[src/rtl/mini_mips_fetch_pkg.sv]
// Shared types and constants for the mini MIPS instruction prefetch stage.
package mini_mips_fetch_pkg;

  localparam int INSTR_W = 16;
  localparam int PC_W    = 32;

  localparam logic [PC_W-1:0] PC_INC = 32'd1;

  typedef struct packed {
    logic [INSTR_W-1:0] instr;
    logic [PC_W-1:0]    pc;
  } fetch_entry_t;

endpackage

[src/rtl/mini_mips_fetch_fifo.sv]
// Small synchronous FIFO with flush, used to buffer fetched instructions.
module mini_mips_fetch_fifo #(
  parameter int DEPTH = 4,
  parameter int WIDTH = 48,
  localparam int AW = $clog2(DEPTH),
  localparam int CW = $clog2(DEPTH + 1)
) (
  input  logic             clock,
  input  logic             reset,
  input  logic             push_i,
  input  logic             pop_i,
  input  logic             flush_i,
  input  logic [WIDTH-1:0] wdata_i,
  output logic [WIDTH-1:0] rdata_o,
  output logic [CW-1:0]    count_o,
  output logic             empty_o
);

  logic [WIDTH-1:0] mem_q [DEPTH];
  logic [AW-1:0]    rd_ptr_q;
  logic [AW-1:0]    wr_ptr_q;
  logic [CW-1:0]    count_q;
  logic             full;

  assign full    = (count_q == CW'(DEPTH));
  assign empty_o = (count_q == '0);
  assign count_o = count_q;
  assign rdata_o = mem_q[rd_ptr_q];

  // NOTE: sequential state uses non-blocking assignments so every register samples pre-edge values.
  always_ff @(posedge clock or posedge reset) begin
    if (reset) begin
      rd_ptr_q <= '0;
      wr_ptr_q <= '0;
      count_q  <= '0;
    end else if (flush_i) begin
      rd_ptr_q <= '0;
      wr_ptr_q <= '0;
      count_q  <= '0;
    end else begin
      assert (!(push_i && full && !pop_i));
      assert (!(pop_i && empty_o));
      if (push_i) wr_ptr_q <= wr_ptr_q + AW'(1);
      if (pop_i)  rd_ptr_q <= rd_ptr_q + AW'(1);
      count_q <= count_q + CW'(push_i) - CW'(pop_i);
    end
  end

  // NOTE: storage is not reset; entries are only observed through count/pointers, which are.
  always_ff @(posedge clock) begin
    if (push_i && !flush_i) mem_q[wr_ptr_q] <= wdata_i;
  end

endmodule

[src/rtl/mini_mips_fetch.sv]
// Instruction prefetch stage: credit-limited issue, in-order response buffering, redirect flush.
// Optional stall counter port enabled by defining MINI_MIPS_FETCH_STATS_EN.
module mini_mips_fetch
  import mini_mips_fetch_pkg::*;
#(
  parameter int              DEPTH    = 4,
  parameter logic [PC_W-1:0] RESET_PC = 32'h0
) (
  input  logic               clock,
  input  logic               reset,
  output logic               imem_req,
  output logic [PC_W-1:0]    imem_addr,
  input  logic               imem_ready,
  input  logic               imem_rvalid,
  input  logic [INSTR_W-1:0] imem_rdata,
  output logic               out_valid,
  input  logic               out_ready,
  output logic [INSTR_W-1:0] out_instr,
  output logic [PC_W-1:0]    out_pc,
  input  logic               redirect_valid,
  input  logic [PC_W-1:0]    redirect_pc
`ifdef MINI_MIPS_FETCH_STATS_EN
  ,
  output logic [31:0]        stall_count
`endif
);

  localparam int CW = $clog2(DEPTH + 1);
  localparam int SW = CW + 1;

  logic [PC_W-1:0] fetch_pc_q, fetch_pc_d;
  logic [PC_W-1:0] resp_pc_q, resp_pc_d;
  logic [CW-1:0]   outst_q, outst_d;
  logic [CW-1:0]   drop_q, drop_d;
  logic [CW-1:0]   fifo_count;
  logic            fifo_empty;
  logic            credit_ok, accept, keep, pop;
  fetch_entry_t    head, wentry;

  // Credits cover both buffered and in-flight words, so the FIFO can never overflow.
  assign credit_ok = ({1'b0, fifo_count} + {1'b0, outst_q}) < SW'(DEPTH);
  assign imem_req  = !reset && !redirect_valid && credit_ok;
  assign imem_addr = fetch_pc_q;
  assign accept    = imem_req && imem_ready;
  assign keep      = imem_rvalid && (drop_q == '0) && !redirect_valid;
  assign pop       = out_valid && out_ready && !redirect_valid;
  assign wentry    = '{instr: imem_rdata, pc: resp_pc_q};

  assign out_valid = !fifo_empty;
  assign out_instr = fifo_empty ? '0 : head.instr;
  assign out_pc    = fifo_empty ? '0 : head.pc;

  // NOTE: every signal driven here gets a default first, so no path can infer a latch.
  always_comb begin
    fetch_pc_d = fetch_pc_q;
    resp_pc_d  = resp_pc_q;
    drop_d     = drop_q;
    outst_d    = outst_q + CW'(accept) - CW'(imem_rvalid);
    if (redirect_valid) begin
      // Everything still in flight after this cycle belongs to the old stream.
      fetch_pc_d = redirect_pc;
      resp_pc_d  = redirect_pc;
      drop_d     = outst_q - CW'(imem_rvalid);
    end else begin
      if (accept) fetch_pc_d = fetch_pc_q + PC_INC;
      if (imem_rvalid && (drop_q != '0)) drop_d = drop_q - CW'(1);
      if (keep) resp_pc_d = resp_pc_q + PC_INC;
    end
  end

  always_ff @(posedge clock or posedge reset) begin
    if (reset) begin
      fetch_pc_q <= RESET_PC;
      resp_pc_q  <= RESET_PC;
      outst_q    <= '0;
      drop_q     <= '0;
    end else begin
      fetch_pc_q <= fetch_pc_d;
      resp_pc_q  <= resp_pc_d;
      outst_q    <= outst_d;
      drop_q     <= drop_d;
    end
  end

  mini_mips_fetch_fifo #(
    .DEPTH(DEPTH),
    .WIDTH($bits(fetch_entry_t))
  ) u_fifo (
    .clock  (clock),
    .reset  (reset),
    .push_i (keep),
    .pop_i  (pop),
    .flush_i(redirect_valid),
    .wdata_i(wentry),
    .rdata_o(head),
    .count_o(fifo_count),
    .empty_o(fifo_empty)
  );

`ifdef MINI_MIPS_FETCH_STATS_EN
  logic [31:0] stall_q;

  always_ff @(posedge clock or posedge reset) begin
    if (reset) begin
      stall_q <= '0;
    end else if (out_ready && !out_valid && !redirect_valid && (stall_q != '1)) begin
      stall_q <= stall_q + 32'd1;
    end
  end

  assign stall_count = stall_q;
`endif

endmodule

[config.mk]
export PLATFORM = sky130hd
export DESIGN_NAME = mini_mips_fetch
export DESIGN_NICKNAME = d
export VERILOG_FILES = /design/src/rtl/mini_mips_fetch_pkg.sv /design/src/rtl/mini_mips_fetch_fifo.sv /design/src/rtl/mini_mips_fetch.sv
export SDC_FILE = /design/constraint.sdc
export NUM_CORES = 1
export LEC_CHECK = 0
export CAP_MARGIN = 30
export CORE_ASPECT_RATIO = 1.5
export CORE_MARGIN = 1
export CORE_UTILIZATION = 45
export CTS_BUF_LIST = sky130_fd_sc_hd__clkbuf_8
export DETAILED_ROUTE_END_ITERATION = 10
export MAX_ROUTING_LAYER = met4
export PLACE_DENSITY = 0.66
export SYNTH_ARGS = -nofsm -noshare
export SYNTH_HDL_FRONTEND = slang
export SYNTH_SLANG_ARGS = --single-unit
export TNS_END_PERCENT = 30
[constraint.sdc]
create_clock -name clock -period 4.06 [get_ports clock]
set_input_delay 0.406 -clock clock [delete_from_list [all_inputs] [get_ports clock]]
set_output_delay 0.406 -clock clock [all_outputs]
set_load 0.01 [all_outputs]
==> out/qor.txt, run 1 <==
slowest cell on the critical path: dfrtp_4
Hold Slack: 330 ps
Worst Path Arrival: 2690 ps
crit path launch: u_fifo.rd_ptr_q[0]$_DFFE_PP0P_
Avg Cell Area, Syn: 15.2 um2
Yosys cell types: 58
CTS Buffer Depth: 3
Worst slew margin: 51.2%
Iteration-0 DRC Markers: 373
Max H-tree Level: 2
Crit Path Category: reg2out
final core utilization: 56.0%
CP max stage delay: 590 ps
synthesis-to-layout area growth: 21.3%
Pre-antenna DRT Iters: 5
Yosys top cell by area: edfxtp_1
Worst Tran Pin Value: 733 ps
Die X: 135 um
DRC: 0
synth warn: 0
Int Power: 5460 uW
wirelength, routed: 25.2 mm
Comb pwr share: 26.3%
Initial Util: 46.1%
Post-Synthesis Cell Area: 12000 um2
clk_skew: 28.5 ps
met1 Use GR: 23.6%
CTS Buf Count: 40
Placeable Area: 25900 um2
Worst-Skew Late Latency: 560 ps
# clock sinks: 269
Critical Path RT: 3650 ps
GR peak layer: met2
grt met3 use: 2.82%
final instance area: 14500 um2
Static Leak: 0.00509 uW
Clock power frac: 29.2%
Power Density: 523 nW/um2
unrepaired setup endpoints after global routing: no
post-DR vias/cell: 5.50
DP HPWL: 16.1 mm
Fin. Hold Viols: 0
fin nets: 1012
DRT antenna net count: 0
initial antenna violation count: 1
top-count cell post-synth: edfxtp_1
clk slew on worst S/H paths: 70 ps
PortBufs: 135
gr usage total: 19.8%
Post-DP Area: 13700 um2
Synth Register Bits: 269
delay-heaviest family, CP: buffers and inverters
CTS-repair resized insts: 0
minimum clock period after layout: 3100 ps
post-synthesis sequential area ratio: 64.3%
fmax: 323 MHz
Post-synth EDFFs: 192
crit path capture type: primary output
Row Count: 72
post-synthesis cell count: 786
fraction of layout cells with a size suffix above 1: 15.8%
CTS tree: done
share of synthesized registers carrying an async set or reset: 28.6%
vias in the first global route: 7416
Synth Flop Type: edfxtp_1
postcts setup bufs: 0
MaxCap Viol Count: 0
share of the synthesized area in the top cell type: 48.2%
TNS Setup: 0 ps
worst reg2reg startpoint: outst_q[2]$_DFF_PP0_
met2 usage: 33.7%
final setup violation count: 0
routability cong.: 0.872
VDD IR max: 0.000225 V
crit path cell chain: buf_4 > mux4_2 > and2_1 > clkdlybuf4s50_1
Slew Limit Fails: 0
period utilization: 76.3%
GRT overflow: 0
die area: 27300 um2
first-pass GRT wire length: 39.9 mm
Synth area leaders: edfxtp_1 48%, dfrtp_1 16%, mux4_2 9.0%, and2_1 2.7%, xnor2_1 2.3%
HP Class: in2async
crit start category: flop
largest net degree at the start of global routing: 56
switching pwr: 2140 uW
clock tree root buffer cell: clkbuf_8
post-DR wirelength/cell: 19.4 um
WP buf/inv: 2
Vias: 7164
Reg power frac: 44.6%
Sw Share: 28.2%
commonest cells in the netlist: 192 x edfxtp_1, 77 x dfrtp_1, 52 x and2_1, 49 x nand2_1, 48 x mux4_2
io pins: 136
syn_nets: 858
Critical Path Fanout Max: 14
die height: 202 um
outcome: complete, no violations
Hold Buf Count CTS: 0
==> sequential cells by signal (all words and copies together), names as in the netlist <==
name and count:
u_fifo.mem_q 192, imem_addr 32, resp_pc_q 32, drop_q 3, outst_q 3, u_fifo.count_o 3
u_fifo.rd_ptr_q 2, u_fifo.wr_ptr_q 2
==> cell type report <==
cell class	instances	area, um2
Clock buffer	41	564
Inverter	20	77.6
Multi-Input combinational cell	460	4030
Timing Repair Buffer	149	1500
Tap cell	333	417
Sequential cell	269	7700
Antenna cell	1	2.50
Clock inverter	30	230
Fill cell	2144	11400
==> final timing paths <==
kind | endpoint | slack [ps] | depth (start not counted)
max | out_pc[31] | 960 | 4
min | imem_addr[4]$_DFFE_PP0P_ | 330 | 2
max reg2reg | outst_q[2]$_DFF_PP0_ | 1270 | 12
min reg2reg | u_fifo.mem_q[0][31]$_DFFE_PP_ | 560 | 0
max in group asynchronous | resp_pc_q[17]$_DFFE_PP0P_ | 2840 | 3
min in group clock | resp_pc_q[4]$_DFFE_PP0P_ | 460 | 3
==> layout by cell type (no fill, tap or decap), drive strengths merged, types with 3 or more instances in the layout <==
cell             n
edfxtp         192
clkdlybuf4s50  134
dfrtp           77
and2            52
nand2           50
mux4            48
clkbuf          41
nand3           35
inv             33
xnor2           31
xor2            23
nand4           23
o21ai           20
nor2            18
nor4            18
and3            17
ha              16
buf             15
a21boi          14
mux2            13
and4            12
clkinv          11
a21oi           10
nand2b           8
nor3             8
o211ai           6
or3              4
bufinv           4
mux2i            3
a31oi            3
o311ai           3
nor4b            3
==> through the flow <==
step | setup WS [ps] | power, uW | std cells
after floorplan | 1220 | 4570 | 786
after global placement | 1280 | 5450 | 1231
after detailed placement | 1240 | 5480 | 1231
after CTS | 887 | 7710 | 1302
after global routing | 841 | 7990 | 1303
final | 964 | 7600 | 1303
==> worst reg2reg max path, delay by kind of cell (launching register included) <==
| kind | cells | cell delay [ps] |
|---|---|---|
| adders and majority gates | 4 | 1090 |
| and+or+nand+nor | 2 | 490 |
| DFF | 1 | 420 |
| buffers and inverters | 4 | 390 |
| xor gates and xnor gates | 2 | 330 |
==> metal layers <==
layer | up-vias | part of all wire (%) | wire length, um
met5 | - | 0 | 0
met4 | 0 | 2.9 | 730
met3 | 64 | 4.0 | 1020
met2 | 204 | 52 | 13200
met1 | 3592 | 41 | 10300
li1 | 3304 | - | -
==> power by group through the flow <==
stage | clock (uW) | combinational, uW | sequential, uW
global placement | 0 | 2020 | 3430
detailed placement | 0 | 2040 | 3440
global route | 2390 | 2180 | 3420
finish | 2220 | 2000 | 3390
CTS | 2270 | 2050 | 3390
floorplan | 0 | 1210 | 3360
==> cell families after synthesis <==
family / count (synthesis) / share of synthesized area, %
muxes: 64 / 10.5
adders and majority gates: 18 / 2.01
DFF: 269 / 64.3
xor gates and xnor gates: 54 / 3.95
AOI/OAI and AO/OA: 66 / 3.57
buffers and inverters: 57 / 2.08
and+or+nand+nor: 258 / 13.6
(Power assumes the default switching activity.)
==> run 2: changes to the inputs <==
--- a/config.mk
+++ b/config.mk
@@ -12,7 +12,7 @@
 export CTS_BUF_LIST = sky130_fd_sc_hd__clkbuf_8
 export DETAILED_ROUTE_END_ITERATION = 10
 export MAX_ROUTING_LAYER = met4
-export PLACE_DENSITY = 0.66
+export PLACE_DENSITY = 0.69
 export SYNTH_ARGS = -nofsm -noshare
 export SYNTH_HDL_FRONTEND = slang
 export SYNTH_SLANG_ARGS = --single-unit
==> constraint.sdc (replaced) <==
create_clock -name clock -period 2.6 [get_ports clock]
set_input_delay 0.26 -clock clock [delete_from_list [all_inputs] [get_ports clock]]
set_output_delay 0.26 -clock clock [all_outputs]
set_load 0.01 [all_outputs]
==> run 2 against run 1 <==
Against the previous run: cell count grew 1.9%; register-to-register slack lost 1100 ps; combinational power grew 62%; die area is the same; non-clock buffer count grew 26; first-iteration DRC count grew 15%; worst hold slack lost 300 ps; sequential power grew 55%; sequential share of layout area shrank 1.1 points; cell area grew 2.1%; clock skew shrank 15 ps; count of clock-buffer cells in the layout grew 6.
==> out/qor.txt, run 2 (synthesis results as in run 1) <==
Worst Tran Pin Value: 591 ps
TNS Setup: 0 ps
first-pass GRT wire length: 40.2 mm
Clock power frac: 28.7%
Int Power: 8550 uW
Comb pwr share: 27.3%
Crit Path Category: reg2out
PortBufs: 135
CTS Buffer Depth: 3
worst reg-to-reg path cell count: 11
period utilization: 97.3%
Iteration-0 DRC Markers: 430
Hold Buf Count CTS: 0
Pre-antenna DRT Iters: 5
Reg power frac: 44.0%
die area: 27300 um2
Hold Slack: 28.8 ps
Worst-Skew Late Latency: 530 ps
# clock sinks: 269
Die X: 135 um
fmax: 395 MHz
DRT antenna net count: 0
Sw Share: 28.2%
clock tree root buffer cell: clkbuf_8
Fin. Hold Viols: 0
Setup WS pre-CTS: 8.32 ps
wirelength, routed: 25.6 mm
Sequential cell area: 7700 um2
vias in the first global route: 7491
crit path capture type: primary output
Hold Crit Start: redirect_valid
Slew Limit Fails: 0
clk slew on worst S/H paths: 70 ps
final setup violation count: 0
CTS tree: done
DRC: 0
setup ws final: 70.2 ps
HP Class: in2reg
Critical Path Fanout Max: 9
Initial Util: 46.1%
routability cong.: 0.899
# diodes: 0
worst reg2reg startpoint: u_fifo.count_o[1]$_DFF_PP0_
Static Leak: 0.00550 uW
final instance area: 14800 um2
io pins: 136
commonest non-fill, non-tap cell in the layout: edfxtp_1
minimum clock period after layout: 2530 ps
Critical R2R Capture: outst_q[2]$_DFF_PP0_
VDD IR max: 0.000492 V
MaxCap Viol Count: 0
Worst slew margin: 60.2%
Max H-tree Level: 2
Vias: 7294
Pwr Total: 11900 uW
switching pwr: 3350 uW
Critical Path RT: 2340 ps
crit start category: flop
Hold Path Stages: 2
unrepaired setup endpoints after global routing: yes
outcome: complete, no violations
post-DR vias/cell: 5.49
Post-DP Area: 13900 um2
Power Density: 803 nW/um2
gr usage total: 19.9%
Hold Path End: u_fifo.count_o[1]$_DFF_PP0_
FF-to-FF setup slack: 140 ps
DP HPWL: 16.4 mm
Row Count: 72
fin nets: 1038
# fillers: 2113
area of the multi-input gates: 4030 um2
number of flip-flops in the largest register: 192
Largest Register: u_fifo.mem_q
Worst Path Arrival: 2270 ps
fraction of layout cells with a size suffix above 1: 19.7%
die height: 202 um
initial antenna violation count: 0
clk_skew: 13.3 ps
commonest non-fill, non-tap cells in the layout: 192 x edfxtp_1, 86 x clkdlybuf4s50_1, 74 x dfrtp_1, 52 x and2_1, 49 x nand2_1
GRT overflow: 0
Placeable Area: 25900 um2
synthesis-to-layout area growth: 23.9%
largest net degree at the start of global routing: 78
CTS Buf Count: 40
post-DR wirelength/cell: 19.3 um
## run 2: changes by cell type in the layout (fill, tap and decap cells not counted), sizes merged
cell,before,now
buf,15,40
bufinv,4,2
clkbuf,41,57
clkdlybuf4s15,0,17
clkdlybuf4s50,134,86
clkinvlp,2,1
diode,1,0
dlygate4sd2,0,13
dlymetal6s2s,0,9
inv,33,30
## run 2: through the flow
step / std cells / util (%)
2_1_floorplan: 786 / -
3_3_place_gp: 1247 / 53.6
3_5_place_dp: 1247 / 53.6
4_1_cts: 1322 / 56.8
5_1_grt: 1328 / 57.1
6_report: 1328 / 57.1
## run 2: worst max path at each step
stage                     depth (start not counted)                           end  slack [ps]                      startpoint
after floorplan                                   5  u_fifo.mem_q[2][0]$_DFFE_PP_        -150           drop_q[0]$_DFFE_PP0P_
after global placement                           11          outst_q[2]$_DFF_PP0_          20                           reset
after detailed placement                         11          outst_q[2]$_DFF_PP0_           8                           reset
after CTS                                         4                    out_pc[24]        -140  u_fifo.rd_ptr_q[0]$_DFFE_PP0P_
after global routing                             11          outst_q[2]$_DFF_PP0_         -40            outst_q[2]$_DFF_PP0_
final                                             6                 out_instr[13]          70  u_fifo.rd_ptr_q[0]$_DFFE_PP0P_
## run 2: cell type report
| class | count | share of cell area, % |
|---|---|---|
| flip-flops and latches | 269 | 51.9 |
| multi-input cells | 460 | 27.2 |
| repair buffers | 175 | 12.1 |
| clock buffers | 47 | 4.36 |
| well taps | 333 | 2.81 |
| clock inverters | 24 | 1.07 |
| inverters | 20 | 0.523 |
## run 2: power by group through the flow
| stage | logic, uW | registers (uW) | clock network [uW] |
|---|---|---|---|
| final | 3250 | 5240 | 3410 |
| after global routing | 3540 | 5280 | 3680 |
| after CTS | 3240 | 5250 | 3500 |
| after detailed placement | 3270 | 5350 | 0 |
| after global placement | 3230 | 5340 | 0 |
| after floorplan | 1890 | 5240 | 0 |
## run 2: metal layers
layer | global-route usage [%] | vias up | part of all wire (%)
li1 | - | 3366 | -
met1 | 23.6 | 3667 | 41
met2 | 33.8 | 209 | 52
met3 | 3.07 | 52 | 4.5
met4 | 7.66 | 0 | 2.6
met5 | - | - | 0
## run 2: worst max-delay path: stages (launching register included)
cell	delay, ps
dfrtp_4	530
buf_4	160
buf_12	120
buf_16	140
mux4_2	400
and2_1	160
clkdlybuf4s15_1	220
## run 2: timing repair
action / CTS / global route
endpoints found under the setup margin: 48 / 24
resized for setup: 43 / 52
cloned: 1 / 1
endpoints found under the hold margin: 0 / 0
buffers inserted: 3 / 5
pin swaps: 0 / 1
